[config.mk]
export PLATFORM = sky130hd
export DESIGN_NAME = rdma_rc_responder
export DESIGN_NICKNAME = d
export VERILOG_FILES = /design/src/rtl/rdma_pkg.sv /design/src/rtl/rdma_ack_coalesce.sv /design/src/rtl/rdma_rc_responder.sv
export SDC_FILE = /design/constraint.sdc
export NUM_CORES = 1
export LEC_CHECK = 0
export CAP_MARGIN = 25
export CORE_UTILIZATION = 45
export CTS_CLUSTER_SIZE = 16
export DETAILED_ROUTE_END_ITERATION = 6
export PLACE_DENSITY_LB_ADDON = 0.2
export RECOVER_POWER = 100
export SLEW_MARGIN = 20
export SYNTH_ARGS = -nofsm -noshare
export SYNTH_HDL_FRONTEND = slang
export SYNTH_SLANG_ARGS = --single-unit
export TNS_END_PERCENT = 100
[constraint.sdc]
create_clock -name clk -period 7.7 [get_ports clk]
set_input_delay 0.77 -clock clk [delete_from_list [all_inputs] [get_ports clk]]
set_output_delay 0.77 -clock clk [all_outputs]
set_load 0.05 [all_outputs]
[src/rtl/rdma_pkg.sv]
// Shared definitions for the RC responder: header field positions, opcode
// and syndrome codes, receive FSM states, and the ACK beat formatter.
package rdma_pkg;

  localparam int PSN_W = 24;
  localparam int QPN_W = 24;

  // Header beat layout
  localparam int HDR_OP_HI  = 63;
  localparam int HDR_OP_LO  = 56;
  localparam int HDR_PSN_HI = 55;
  localparam int HDR_PSN_LO = 32;
  localparam int HDR_QPN_HI = 31;
  localparam int HDR_QPN_LO = 8;

  // Opcodes
  localparam logic [7:0] OP_ACK     = 8'h11;
  localparam logic [7:0] OP_MAX_REQ = 8'h0B;

  // ACK/NAK syndromes
  localparam logic [7:0] SYN_ACK     = 8'h00;
  localparam logic [7:0] SYN_NAK_SEQ = 8'h60;
  localparam logic [7:0] SYN_NAK_INV = 8'h61;

  typedef enum logic [1:0] {
    ST_IDLE    = 2'd0,
    ST_PAYLOAD = 2'd1,
    ST_DROP    = 2'd2
  } rx_state_e;

  // Build a complete acknowledge beat.
  function automatic logic [63:0] ack_beat(input logic [QPN_W-1:0] qpn,
                                           input logic [PSN_W-1:0] psn,
                                           input logic [7:0]       syn);
    return {OP_ACK, psn, qpn, syn};
  endfunction

endpackage

[src/rtl/rdma_ack_coalesce.sv]
// ACK/NAK output stage: one output register plus one pending slot.
// A request goes straight to the output when the output is empty or being
// accepted this cycle; otherwise it lands in the pending slot. The pending
// slot keeps only the most relevant beat: a NAK replaces anything, an ACK
// replaces only an ACK, so a pending NAK is never lost to a later ACK.
//
// Ports:
//   clk, rst    - clock, synchronous active-high reset
//   req_valid   - new acknowledge beat this cycle
//   req_data    - the beat (syndrome in [7:0])
//   ack_valid   - output beat valid
//   ack_data    - output beat
//   ack_ready   - consumer accepts the output beat
module rdma_ack_coalesce
  import rdma_pkg::*;
(
  input  logic        clk,
  input  logic        rst,
  input  logic        req_valid,
  input  logic [63:0] req_data,
  output logic        ack_valid,
  output logic [63:0] ack_data,
  input  logic        ack_ready
);

  logic        pend_vld;
  logic [63:0] pend_data;
  logic        out_free;
  logic        req_is_nak;
  logic        pend_is_nak;

  assign out_free    = !ack_valid || ack_ready;
  assign req_is_nak  = (req_data[7:0] != SYN_ACK);
  assign pend_is_nak = (pend_data[7:0] != SYN_ACK);

  always_ff @(posedge clk) begin
    if (rst) begin
      ack_valid <= 1'b0;
      ack_data  <= '0;
      pend_vld  <= 1'b0;
      pend_data <= '0;
    end else if (out_free) begin
      if (pend_vld) begin
        // Older pending beat goes out first; a concurrent request refills the slot.
        ack_valid <= 1'b1;
        ack_data  <= pend_data;
        if (req_valid) begin
          pend_data <= req_data;
        end else begin
          pend_vld <= 1'b0;
        end
      end else if (req_valid) begin
        ack_valid <= 1'b1;
        ack_data  <= req_data;
      end else begin
        ack_valid <= 1'b0;
      end
    end else if (req_valid) begin
      if (!pend_vld || req_is_nak || !pend_is_nak) begin
        pend_vld  <= 1'b1;
        pend_data <= req_data;
      end
    end
  end

endmodule

[src/rtl/rdma_rc_responder.sv]
// RC responder request path. Classifies each inbound header against the
// local QPN and expected PSN (ePSN), forwards in-order payload to the host
// one cycle after arrival, and generates ACK/NAK beats through a coalescing
// output stage.
//
// Ports:
//   clk, rst                  - clock, synchronous active-high reset
//   cfg_qpn, cfg_init_psn     - local QP number, initial expected PSN
//   cfg_load                  - pulse: reload ePSN, disarm NAK, abort packet
//   in_valid/in_data/in_last  - inbound beat stream, header first
//   deliver_*                 - payload to host; err qualifies last (discard)
//   ack_valid/ack_data/ack_ready - acknowledge stream toward TX
//   stat_dup_cnt/stat_nak_cnt - saturating statistics
module rdma_rc_responder
  import rdma_pkg::*;
#(
  parameter int MAX_BEATS = 32,
  parameter int STAT_W    = 16
)(
  input  logic              clk,
  input  logic              rst,
  input  logic [QPN_W-1:0]  cfg_qpn,
  input  logic [PSN_W-1:0]  cfg_init_psn,
  input  logic              cfg_load,
  input  logic              in_valid,
  input  logic [63:0]       in_data,
  input  logic              in_last,
  output logic              deliver_valid,
  output logic [63:0]       deliver_data,
  output logic              deliver_last,
  output logic              deliver_err,
  output logic              ack_valid,
  output logic [63:0]       ack_data,
  input  logic              ack_ready,
  output logic [STAT_W-1:0] stat_dup_cnt,
  output logic [STAT_W-1:0] stat_nak_cnt
);

  localparam int CNT_W = $clog2(MAX_BEATS + 1);

  function automatic logic [STAT_W-1:0] sat_inc(input logic [STAT_W-1:0] v);
    return (&v) ? v : v + 1'b1;
  endfunction

  rx_state_e        state;
  logic [PSN_W-1:0] epsn;
  logic             nak_armed;
  logic [CNT_W-1:0] beat_cnt;

  logic [7:0]       hdr_op;
  logic [PSN_W-1:0] hdr_psn;
  logic [QPN_W-1:0] hdr_qpn;
  logic [PSN_W-1:0] psn_diff;
  logic [PSN_W-1:0] epsn_inc;
  logic [PSN_W-1:0] epsn_dec;
  logic             hdr_beat;
  logic             pay_beat;
  logic             qpn_ok;
  logic             op_ok;
  logic             in_order;
  logic             is_dup;
  logic             overflow;

  logic             ack_req;
  logic [PSN_W-1:0] ack_psn;
  logic [7:0]       ack_syn;
  logic             nak_gen;

  assign hdr_op   = in_data[HDR_OP_HI:HDR_OP_LO];
  assign hdr_psn  = in_data[HDR_PSN_HI:HDR_PSN_LO];
  assign hdr_qpn  = in_data[HDR_QPN_HI:HDR_QPN_LO];
  assign psn_diff = hdr_psn - epsn;
  assign epsn_inc = epsn + 24'd1;
  assign epsn_dec = epsn - 24'd1;

  // cfg_load aborts whatever beat shares its cycle.
  assign hdr_beat = in_valid && !cfg_load && (state == ST_IDLE);
  assign pay_beat = in_valid && !cfg_load && (state == ST_PAYLOAD);
  assign qpn_ok   = (hdr_qpn == cfg_qpn);
  assign op_ok    = (hdr_op <= OP_MAX_REQ);
  assign in_order = (psn_diff == '0);
  // Upper half of the 24-bit PSN window is "behind" ePSN, i.e. a duplicate.
  assign is_dup   = psn_diff[PSN_W-1];
  assign overflow = (beat_cnt == CNT_W'(MAX_BEATS));

  // Acknowledge decision for the current beat.
  always_comb begin
    ack_req = 1'b0;
    ack_psn = epsn;
    ack_syn = SYN_ACK;
    if (hdr_beat && qpn_ok) begin
      if (!op_ok) begin
        ack_req = 1'b1;
        ack_syn = SYN_NAK_INV;
      end else if (in_order) begin
        ack_req = in_last;
      end else if (is_dup) begin
        ack_req = 1'b1;
        ack_psn = epsn_dec;
      end else if (!nak_armed) begin
        ack_req = 1'b1;
        ack_syn = SYN_NAK_SEQ;
      end
    end else if (pay_beat) begin
      if (overflow) begin
        ack_req = 1'b1;
        ack_syn = SYN_NAK_INV;
      end else begin
        ack_req = in_last;
      end
    end
  end

  assign nak_gen = ack_req && (ack_syn != SYN_ACK);

  // Receive FSM, PSN state, delivery register and statistics.
  always_ff @(posedge clk) begin
    if (rst) begin
      state         <= ST_IDLE;
      epsn          <= '0;
      nak_armed     <= 1'b0;
      beat_cnt      <= '0;
      deliver_valid <= 1'b0;
      deliver_data  <= '0;
      deliver_last  <= 1'b0;
      deliver_err   <= 1'b0;
      stat_dup_cnt  <= '0;
      stat_nak_cnt  <= '0;
    end else begin
      deliver_valid <= 1'b0;
      deliver_last  <= 1'b0;
      deliver_err   <= 1'b0;
      if (nak_gen) begin
        stat_nak_cnt <= sat_inc(stat_nak_cnt);
      end
      if (cfg_load) begin
        epsn      <= cfg_init_psn;
        nak_armed <= 1'b0;
        // Close a partially delivered packet so the host can discard it.
        if (state == ST_PAYLOAD && beat_cnt != '0) begin
          deliver_valid <= 1'b1;
          deliver_data  <= '0;
          deliver_last  <= 1'b1;
          deliver_err   <= 1'b1;
        end
        // If the aborted beat was the packet's last, there is nothing left to drop.
        if (in_valid && in_last) begin
          state <= ST_IDLE;
        end else if (state != ST_IDLE || in_valid) begin
          state <= ST_DROP;
        end
      end else if (in_valid) begin
        case (state)
          ST_IDLE: begin
            beat_cnt <= '0;
            if (!qpn_ok || !op_ok) begin
              state <= in_last ? ST_IDLE : ST_DROP;
            end else if (in_order) begin
              nak_armed <= 1'b0;
              if (in_last) begin
                epsn  <= epsn_inc;
                state <= ST_IDLE;
              end else begin
                state <= ST_PAYLOAD;
              end
            end else begin
              if (is_dup) begin
                stat_dup_cnt <= sat_inc(stat_dup_cnt);
              end else begin
                nak_armed <= 1'b1;
              end
              state <= in_last ? ST_IDLE : ST_DROP;
            end
          end
          ST_PAYLOAD: begin
            deliver_valid <= 1'b1;
            deliver_data  <= in_data;
            if (overflow) begin
              deliver_last <= 1'b1;
              deliver_err  <= 1'b1;
              state        <= in_last ? ST_IDLE : ST_DROP;
            end else begin
              deliver_last <= in_last;
              beat_cnt     <= beat_cnt + CNT_W'(1);
              if (in_last) begin
                epsn  <= epsn_inc;
                state <= ST_IDLE;
              end
            end
          end
          ST_DROP: begin
            if (in_last) begin
              state <= ST_IDLE;
            end
          end
          default: state <= ST_IDLE;
        endcase
      end
    end
  end

  rdma_ack_coalesce u_ack (
    .clk       (clk),
    .rst       (rst),
    .req_valid (ack_req),
    .req_data  (ack_beat(cfg_qpn, ack_psn, ack_syn)),
    .ack_valid (ack_valid),
    .ack_data  (ack_data),
    .ack_ready (ack_ready)
  );

endmodule

==> impl_metrics.json, run 1 <==
{
  "dp_cells": 2033,
  "syn_area_per_cell_um2": 8.479,
  "tritoncts": "built",
  "ios": 282,
  "hp-class": "flop to flop",
  "vias_per_cell": 5.681,
  "cpLargestDelayFamily": "buffers and inverters",
  "synth_edf_count": 0,
  "ant_nets": 0,
  "ys_types": 75,
  "start_util": 0.4617,
  "finalSetupTns_ps": 0,
  "critPathKind": "input pin to flop",
  "final_cell_mix": "235 x dfxtp_1, 180 x nor2_1, 155 x dlygate4sd3_1",
  "rsz0062_at_grt": "false",
  "antenna_found_initial": 0,
  "layout-area-overhead-vs-synth_pct": 27.72,
  "drc": 0,
  "synth.cell_area_um2": 12550,
  "fin_cells": 2075,
  "status": "complete, but fails checks",
  "grt_max_degree": 87,
  "ys_warn_count": 0,
  "finalSetupViolCount": 0,
  "clk_pin_slew_ps": 60,
  "die_x_um": 169.0,
  "nNetsFinal": 1838,
  "gr-total-overflow": 0,
  "numPortBuffers": 270,
  "row_count": 60,
  "grt_pass1_vias": 11382,
  "coreArea_um2": 27180,
  "crit_arrival_ps": 6860,
  "cts_htree_levels": 1,
  "total_power_mw": 2.828,
  "p_per_area_nw_per_um2": 176.4,
  "yosys_register_bits": 236,
  "cp_slowest_stage_delay_ps": 2130,
  "cp_slowest_cell": "clkbuf_1",
  "cp.required_ps": 8180,
  "die_y_um": 169.0,
  "cp_max_fo": 59,
  "grt_pass1_wl_um": 61670,
  "drive_gt1_frac": 0.04110,
  "hold_viol": 0,
  "hold_buffers": 0,
  "cp-end-kind": "flop",
  "netlist_instances": 1480,
  "wl_um": 39490,
  "violations": "capacitance limit, slew limit",
  "clock-sinks": 236,
  "place_congestion": 0.9183,
  "antenna_cells": 0,
  "min_period_ps": 6388,
  "vias": 11789,
  "hpwl_um": 28940,
  "fmax_mhz": 156.5,
  "synth_ff_type": "dfxtp_1",
  "clock_latency_ps": 550,
  "maxCapViolCount": 1,
  "slew_headroom": -0.9649,
  "slew_violations": 60,
  "timing.critical_path.mode_cell": "clkbuf_1",
  "drt_iter0_markers": 1000,
  "crit_path_start_kind": "input pin",
  "ctsResizeCount": 0,
  "ys_seq_area_frac": 0.3765,
  "final_common_cell": "dfxtp_1",
  "cp_cell_sequence": "dlygate4sd3_1, inv_1, clkbuf_1, and2_0, nand2_1, nor3_1, clkbuf_1, a22o_1",
  "cts_buffer_depth": 3,
  "leakage_nw": 6.159,
  "irDropWorstVdd_mv": 0.1492,
  "finalCritPeriodShare": 0.8297,
  "worstMarginPinSlew_ps": 2947,
  "synth-async-reset-ratio": 0,
  "skew_ps": 14.76,
  "root_buffer": "clkbuf_16",
  "dieArea_um2": 28560,
  "crit_buf_inv": 4,
  "drtPass1Iterations": 5,
  "avgRoutedWirePerCell_um": 19.03,
  "cts_buffers": 27,
  "cts_setup_buffers": 0,
  "grtUsageTotal": 0.2700
}
## metrics by stage
| step | hold slack, ps | area (µm²) | setup WS (ps) | util |
|---|---|---|---|---|
| after floorplan | 441.1 | 12590 | 3097 | - |
| after global routing | 482.1 | 16030 | 960.8 | 0.5897 |
| final | 462.0 | 16030 | 1312 | 0.5897 |
| after CTS | 473.7 | 16160 | 2006 | 0.5948 |
| after detailed placement | 457.3 | 15350 | 1482 | 0.5650 |
| after global placement | 449.6 | 15350 | 1615 | 0.5650 |
## area by class of cell
type	count	area (µm²)
timing repair buffer	285	2801
clock buffer	37	743.2
clock inverter	5	67.56
fill	2545	11150
sequential	236	4726
multi-input combinational	1094	7051
inverter	46	172.7
tap	372	465.4
## cells by family (layout without fill, tap and decap cells)
kind of cell             Yosys count  after routing  synth area share
adder cells (fa/ha/maj)           31             31           0.03131
AO/OA/AOI/OAI                    329            329            0.1873
other                              1             11         0.0002988
buffers and inverters            160            373           0.05614
XOR/XNOR                          96             96           0.06701
AND/OR/NAND/NOR                  560            560            0.2263
multiplexers                      67             67           0.05514
flip-flops                       236            236            0.3765
## cells in the mapped netlist, drive strengths merged (16+ instances only)
cell type	count	share of area
nand3	35	0.014
dfxtp	236	0.38
a22o	64	0.045
o211ai	16	0.0096
nand2b	17	0.0085
or3	44	0.022
a211oi	55	0.034
xnor2	59	0.041
ha	29	0.029
a21oi	47	0.020
mux2i	60	0.049
nor3	96	0.041
nand2	75	0.022
xor2	37	0.026
buf	37	0.019
nor2	180	0.054
nand4	26	0.013
clkbuf	77	0.023
inv	46	0.014
o21ai	72	0.029
nor4	24	0.015
## worst register-to-register path: stages (launching register included)
cell and delay (ps):
dfxtp_1 440, ha_1 300, fa_1 390, nor2b_1 240, o31a_1 250, o21ai_0 270, a211oi_1 490, mux2_2 390
a2111o_1 290, or4_1 600, mux2i_1 440, buf_4 370, nor4_1 320, clkbuf_1 720, mux2i_1 280, nor2_1 60
## sequential cells by signal, summed over array words and instances, names as in the netlist
name             count
epsn                24
u_ack.pend_vld       1
nak_armed            1
deliver_last         1
deliver_data        64
state                2
deliver_valid        1
beat_cnt             6
u_ack.ack_data      51
deliver_err          1
u_ack.ack_valid      1
u_ack.pend_data     51
stat_nak_cnt        16
stat_dup_cnt        16
## routing by layer
metal  GRT usage  vias up  wire, µm
met5           0        -         0
met3     0.03788       66      2380
met2      0.4492      410     18460
li1            -     5742         -
met1      0.3635     5571     17610
met4     0.07795        0      1050
## final timing paths
kind / from / endpoint / slack, ps / cells after the start
hold / removal: u_ack.ack_data[56]$_SDFFE_PP0P_ / u_ack.ack_data[56]$_SDFFE_PP0P_ / 460 / 2
setup / recovery: cfg_load / deliver_data[11]$_SDFFE_PP0P_ / 1310 / 8
hold reg to reg: u_ack.ack_data[56]$_SDFFE_PP0P_ / u_ack.ack_data[56]$_SDFFE_PP0P_ / 460 / 2
setup reg to reg: epsn[0]$_SDFFE_PP0P_ / u_ack.pend_data[31]$_SDFFE_PP0P_ / 1690 / 15
## power by group
part           total, mW  internal [mW]  switching [mW]
Clock               1.22          0.702           0.514
Combinational      0.367          0.147           0.220
Sequential          1.24           1.23          0.0146
Total               2.83           2.08           0.748
No activity file was read; power rests on OpenSTA's default activity.
==> run 2: changes to the inputs <==
- clock period: 7.7 -> 6 ns (I/O delays scaled with it)
==> run 2 against run 1 <==
Against the previous run: core utilization up 0.72 points; non-clock buffer count grew 7; largest power group is now clock; routed wire length is 0.93% lower; setup slack lost 620 ps; flip-flop and latch count did not move; the run still ends with capacitance limit, slew limit left; die area did not move; clock power rose by 39%; clock skew decreased by 6.1 ps; cell area increased by 1.2%; power increased by 33%.
==> impl_metrics.json, run 2 (synthesis gave the netlist of run 1 again) <==
{
  "status": "complete, but fails checks",
  "violations": "capacitance limit, slew limit",
  "grtUsageMet2": 0.4393,
  "avgRoutedWirePerCell_um": 18.76,
  "clock_latency_ps": 530,
  "ios": 282,
  "reg2reg_slack_ps": 700,
  "grt_max_degree": 104,
  "irDropWorstVdd_mv": 0.1975,
  "dieArea_um2": 28560,
  "gr-total-overflow": 0,
  "grtUsageTotal": 0.2673,
  "whs_endpoint": "deliver_data[0]$_SDFFE_PP0P_",
  "cp-end-kind": "flop",
  "antenna_found_initial": 0,
  "finalSetupTns_ps": 0,
  "rsz0062_at_grt": "false",
  "grt_pass1_wl_um": 61170,
  "fmax_mhz": 188.5,
  "cts_htree_levels": 1,
  "reg2regPathDepth": 14,
  "worstMarginPinSlew_ps": 2837,
  "drc": 0,
  "cpLargestDelayFamily": "simple AND/OR/NAND/NOR gates",
  "cp_slowest_stage_delay_ps": 590,
  "layout-area-overhead-vs-synth_pct": 29.28,
  "hpwl_um": 28410,
  "vias_per_cell": 5.714,
  "grt_pass1_vias": 11379,
  "use_met3": 0.03624,
  "critPathKind": "input pin to flop",
  "rr_startpoint": "epsn[1]$_SDFFE_PP0P_",
  "total_power_mw": 3.767,
  "slew_headroom": -0.8913,
  "largest_reg_flops": 64,
  "vias": 11920,
  "ctsResizeCount": 0,
  "die_y_um": 169.0,
  "hp-class": "flop to flop",
  "hold_slack_ps": 465.4,
  "drtPass1Iterations": 5,
  "finalSetupViolCount": 0,
  "cp_cell_sequence": "clkdlybuf4s50_1, inv_1, ha_1, fa_1, nor2b_4, o31a_1, o21ai_2, a211oi_1, mux2_2, a2111o_1, or4_1, mux2i_4, nor4_1, clkbuf_2, mux2i_1, nor2_1",
  "cp.required_ps": 6410,
  "place_congestion": 0.9559,
  "top_usage_layer": "met2",
  "maxCapViolCount": 2,
  "crit_buf_inv": 3,
  "stdcell_area_um2": 16220,
  "p_per_area_nw_per_um2": 232.2,
  "crit_path_start_kind": "input pin",
  "hold_buffers": 0,
  "final_common_cell": "dfxtp_1",
  "hp-start": "deliver_data[0]$_SDFFE_PP0P_",
  "clock-sinks": 236,
  "place_area_um2": 15440,
  "coreArea_um2": 27180,
  "drt_iter0_markers": 929,
  "skew_ps": 8.688,
  "cts_buffers": 26,
  "finalCritPeriodShare": 0.8840,
  "antenna_cells": 0,
  "wl_um": 39130,
  "drive_gt1_frac": 0.04726,
  "start_util": 0.4617,
  "leakage_nw": 6.251,
  "cp_max_fo": 13,
  "crit_start": "in_data[32]",
  "clk_pin_slew_ps": 60,
  "grtUsageMet1": 0.3613,
  "min_path_cells": 1,
  "ant_nets": 0,
  "slew_violations": 111,
  "numPortBuffers": 270,
  "cts_buffer_depth": 3,
  "cts_setup_buffers": 0,
  "min_period_ps": 5304,
  "rr_endpoint": "u_ack.pend_data[31]$_SDFFE_PP0P_",
  "crit_arrival_ps": 5710,
  "die_x_um": 169.0,
  "regMostFlops": "deliver_data",
  "cp_slowest_cell": "or4_1",
  "reg_top3": "deliver_data x64, u_ack.ack_data x51, u_ack.pend_data x51",
  "final_cell_mix": "235 x dfxtp_1, 180 x nor2_1, 155 x dlygate4sd3_1",
  "tritoncts": "built",
  "row_count": 60,
  "hold_viol": 0,
  "nNetsFinal": 1844,
  "root_buffer": "clkbuf_16"
}
## run 2: changes by cell type in the layout (fill, tap and decap cells not counted), sizes merged
cell | before | now
clkinv | 2 | 5
inv | 47 | 48
clkinvlp | 1 | 0
clkbuf | 40 | 43
bufinv | 1 | 4
buf | 13 | 15
## run 2: final cells by class
cell class              count  area, µm²
multi-input cells        1094       7071
well taps                 372      465.4
clock inverters            11      171.4
flip-flops and latches    236       4726
inverters                  46      172.7
clock buffers              35      725.7
repair buffers            292       2890
fillers                  2525      10950
## run 2: layer usage
metal / up-vias / routed length (µm) / part of all wire
met4: 0 / 1169 / 0.030
met1: 5624 / 17250 / 0.44
li1: 5764 / - / -
met3: 87 / 2617 / 0.067
met5: - / 0 / 0
met2: 445 / 18100 / 0.46
## run 2: worst max-delay path by stage
stage	endpoint	depth (start not counted)
global placement	u_ack.pend_data[22]$_SDFFE_PP0P_	16
CTS	u_ack.pend_data[16]$_SDFFE_PP0P_	16
global route	u_ack.pend_data[34]$_SDFFE_PP0P_	14
detailed placement	u_ack.pend_data[16]$_SDFFE_PP0P_	16
floorplan	u_ack.pend_data[11]$_SDFFE_PP0P_	17
finish	u_ack.pend_data[31]$_SDFFE_PP0P_	16
## run 2: per-stage QoR
stage	util	instances	worst slack, ps
floorplan	-	1490	1567
global placement	0.5673	2038	571.6
detailed placement	0.5683	2039	392.0
CTS	0.6013	2085	917.8
global route	0.5969	2086	349.9
finish	0.5969	2086	695.8
## run 2: report_power, final
group | internal [mW] | switching (mW)
combinational | 0.192 | 0.281
sequential | 1.58 | 0.0191
clock | 1.02 | 0.672
total | 2.79 | 0.972
==> run 3: changes to the inputs <==
- GPL_TIMING_DRIVEN: not set -> 0
- SLEW_MARGIN: 20 -> not set
==> run 3 against run 2 <==
Against the previous run: the run ends with DRC left; setup slack worse by 300 ps; sequential power about the same; critical path depth up 1; first-iteration DRC count up 15%; hold slack worse by 4.5 ps; flip-flop and latch count unchanged; count of clock-buffer cells in the layout up 4; register-to-register slack worse by 300 ps; final cell count up 4.6%; highest routed layer unchanged.
==> impl_metrics.json, run 3 (synthesis gave the netlist of run 1 again) <==
{
  "status": "complete, but fails checks",
  "violations": "DRC",
  "min_path_cells": 2,
  "hp-class": "flop to flop",
  "critPathKind": "flop to flop",
  "clk_pin_slew_ps": 70,
  "p_sw_frac": 0.2630,
  "antenna_found_initial": 0,
  "reg2reg_slack_ps": 400,
  "place_congestion": 0.9100,
  "ios": 282,
  "vias": 12312,
  "p_comb_frac": 0.129,
  "internal_power_mw": 2.790,
  "dieArea_um2": 28560,
  "cp.required_ps": 6420,
  "seq_power_share": 0.421,
  "hold_viol": 0,
  "avgRoutedWirePerCell_um": 19.08,
  "final_common_cell": "dfxtp_1",
  "grtUsageTotal": 0.2833,
  "irDropWorstVdd_mv": 0.1848,
  "numPortBuffers": 269,
  "finalCritPeriodShare": 0.9339,
  "fillCellCount": 2490,
  "hold_buffers": 0,
  "cts_htree_levels": 1,
  "coreArea_um2": 27180,
  "cts_buffer_depth": 3,
  "vias_per_cell": 5.643,
  "slew_headroom": 0.3614,
  "cp_max_fo": 10,
  "skew_ps": 14.27,
  "drt_iter0_markers": 1064,
  "root_buffer": "clkbuf_16",
  "finalSetupViolCount": 0,
  "wl_um": 41630,
  "whs_endpoint": "u_ack.ack_data[44]$_SDFFE_PP0P_",
  "crit_path_start_kind": "flop",
  "grt_pass1_vias": 11600,
  "antenna_cells": 0,
  "gr-total-overflow": 0,
  "ctsResizeCount": 0,
  "rsz0062_at_grt": "false",
  "clock-sinks": 236,
  "drc": 7,
  "fmax_mhz": 178.5,
  "cts_buffers": 27,
  "drive_gt1_frac": 0.05414,
  "ant_nets": 0,
  "drtPass1Iterations": 7,
  "row_count": 60,
  "cp-end-kind": "flop",
  "tritoncts": "built",
  "regMostFlops": "deliver_data",
  "power.switching_mw": 0.9957,
  "total_power_mw": 3.786,
  "layout-area-overhead-vs-synth_pct": 31.99,
  "grt_pass1_wl_um": 64260,
  "finalSetupTns_ps": 0,
  "nNetsFinal": 1937,
  "slew_violations": 0,
  "leakage_nw": 6.417,
  "largest_reg_flops": 64,
  "crit_arrival_ps": 6030,
  "final_cell_mix": "236 x dfxtp_1, 180 x nor2_1, 154 x dlygate4sd3_1",
  "rr_startpoint": "epsn[7]$_SDFFE_PP0P_",
  "p_per_area_nw_per_um2": 228.6,
  "pwr-share-clk": 0.449,
  "hpwl_um": 31710,
  "worstMarginPinSlew_ps": 957.9,
  "cts_setup_buffers": 0,
  "reg2regPathDepth": 17,
  "die_y_um": 169.0,
  "rr_endpoint": "u_ack.pend_data[20]$_SDFFE_PP0P_",
  "maxCapViolCount": 0,
  "start_util": 0.4617,
  "die_x_um": 169.0,
  "clock_latency_ps": 550,
  "hp-start": "u_ack.ack_data[44]$_SDFFE_PP0P_",
  "min_period_ps": 5604,
  "reg_top3": "deliver_data x64, u_ack.ack_data x51, u_ack.pend_data x51",
  "grt_max_degree": 15
}
-- run 3: metrics by stage --
step | instances | util | hold WS [ps] | setup WS (ps) | area [µm²]
after global placement | 2131 | 0.5793 | 449.6 | 171.0 | 15740
after floorplan | 1490 | - | 441.1 | 1567 | 12590
after detailed placement | 2132 | 0.5799 | 454.4 | 62.98 | 15760
after global routing | 2182 | 0.6094 | 478.9 | 206.0 | 16560
final | 2182 | 0.6094 | 460.8 | 396.4 | 16560
after CTS | 2182 | 0.6138 | 464.4 | 625.6 | 16680
-- run 3: per-layer routing --
metal	share of wire	up-vias	routed length, µm	GRT usage
li1	-	5944	-	-
met1	0.44	5802	18490	0.3848
met2	0.46	490	19190	0.4626
met3	0.067	76	2807	0.03951
met4	0.027	0	1140	0.09205
met5	0	-	0	0
-- run 3: layout make-up --
type / count / area (µm²) / area share
Buffer: 114 / 508.0 / 0.03067
Clock buffer: 39 / 800.8 / 0.04835
Clock inverter: 11 / 120.1 / 0.007252
Inverter: 46 / 172.7 / 0.01043
Multi-Input combinational cell: 1094 / 7067 / 0.4267
Sequential cell: 236 / 4725 / 0.2853
Tap cell: 372 / 465.4 / 0.02810
Timing Repair Buffer: 270 / 2704 / 0.1633
-- run 3: power by group through the flow --
stage | combinational [mW] | sequential, mW | clock, mW
6_report | 0.489 | 1.59 | 1.70
5_1_grt | 0.531 | 1.60 | 1.78
4_1_cts | 0.484 | 1.59 | 1.71
3_5_place_dp | 0.481 | 1.63 | 0
3_3_place_gp | 0.477 | 1.63 | 0
2_1_floorplan | 0.287 | 1.62 | 0
-- run 3: how the worst max path moves through the flow --
| stage | to | slack [ps] | startpoint |
|---|---|---|---|
| 2_1_floorplan | u_ack.pend_data[11]$_SDFFE_PP0P_ | 1570 | in_data[32] |
| 4_1_cts | u_ack.pend_data[42]$_SDFFE_PP0P_ | 630 | in_data[32] |
| 5_1_grt | u_ack.ack_data[47]$_SDFFE_PP0P_ | 210 | epsn[7]$_SDFFE_PP0P_ |
| 3_3_place_gp | u_ack.pend_data[31]$_SDFFE_PP0P_ | 170 | in_data[32] |
| 3_5_place_dp | u_ack.pend_data[11]$_SDFFE_PP0P_ | 60 | in_data[32] |
| 6_report | u_ack.pend_data[20]$_SDFFE_PP0P_ | 400 | epsn[7]$_SDFFE_PP0P_ |
-- run 3: worst max-delay path, stage by stage (launching register included) --
cell and delay, ps:
dfxtp_1 470, inv_1 190, ha_1 310, clkbuf_1 310, a21oi_1 250, o21ai_0 300, nor2_1 100, a211oi_1 680
mux2_1 420, a2111o_1 290, or4_1 470, buf_4 220, mux2i_4 240, nor4_1 270, buf_2 270, clkbuf_2 360
mux2i_1 260, nor2_1 60
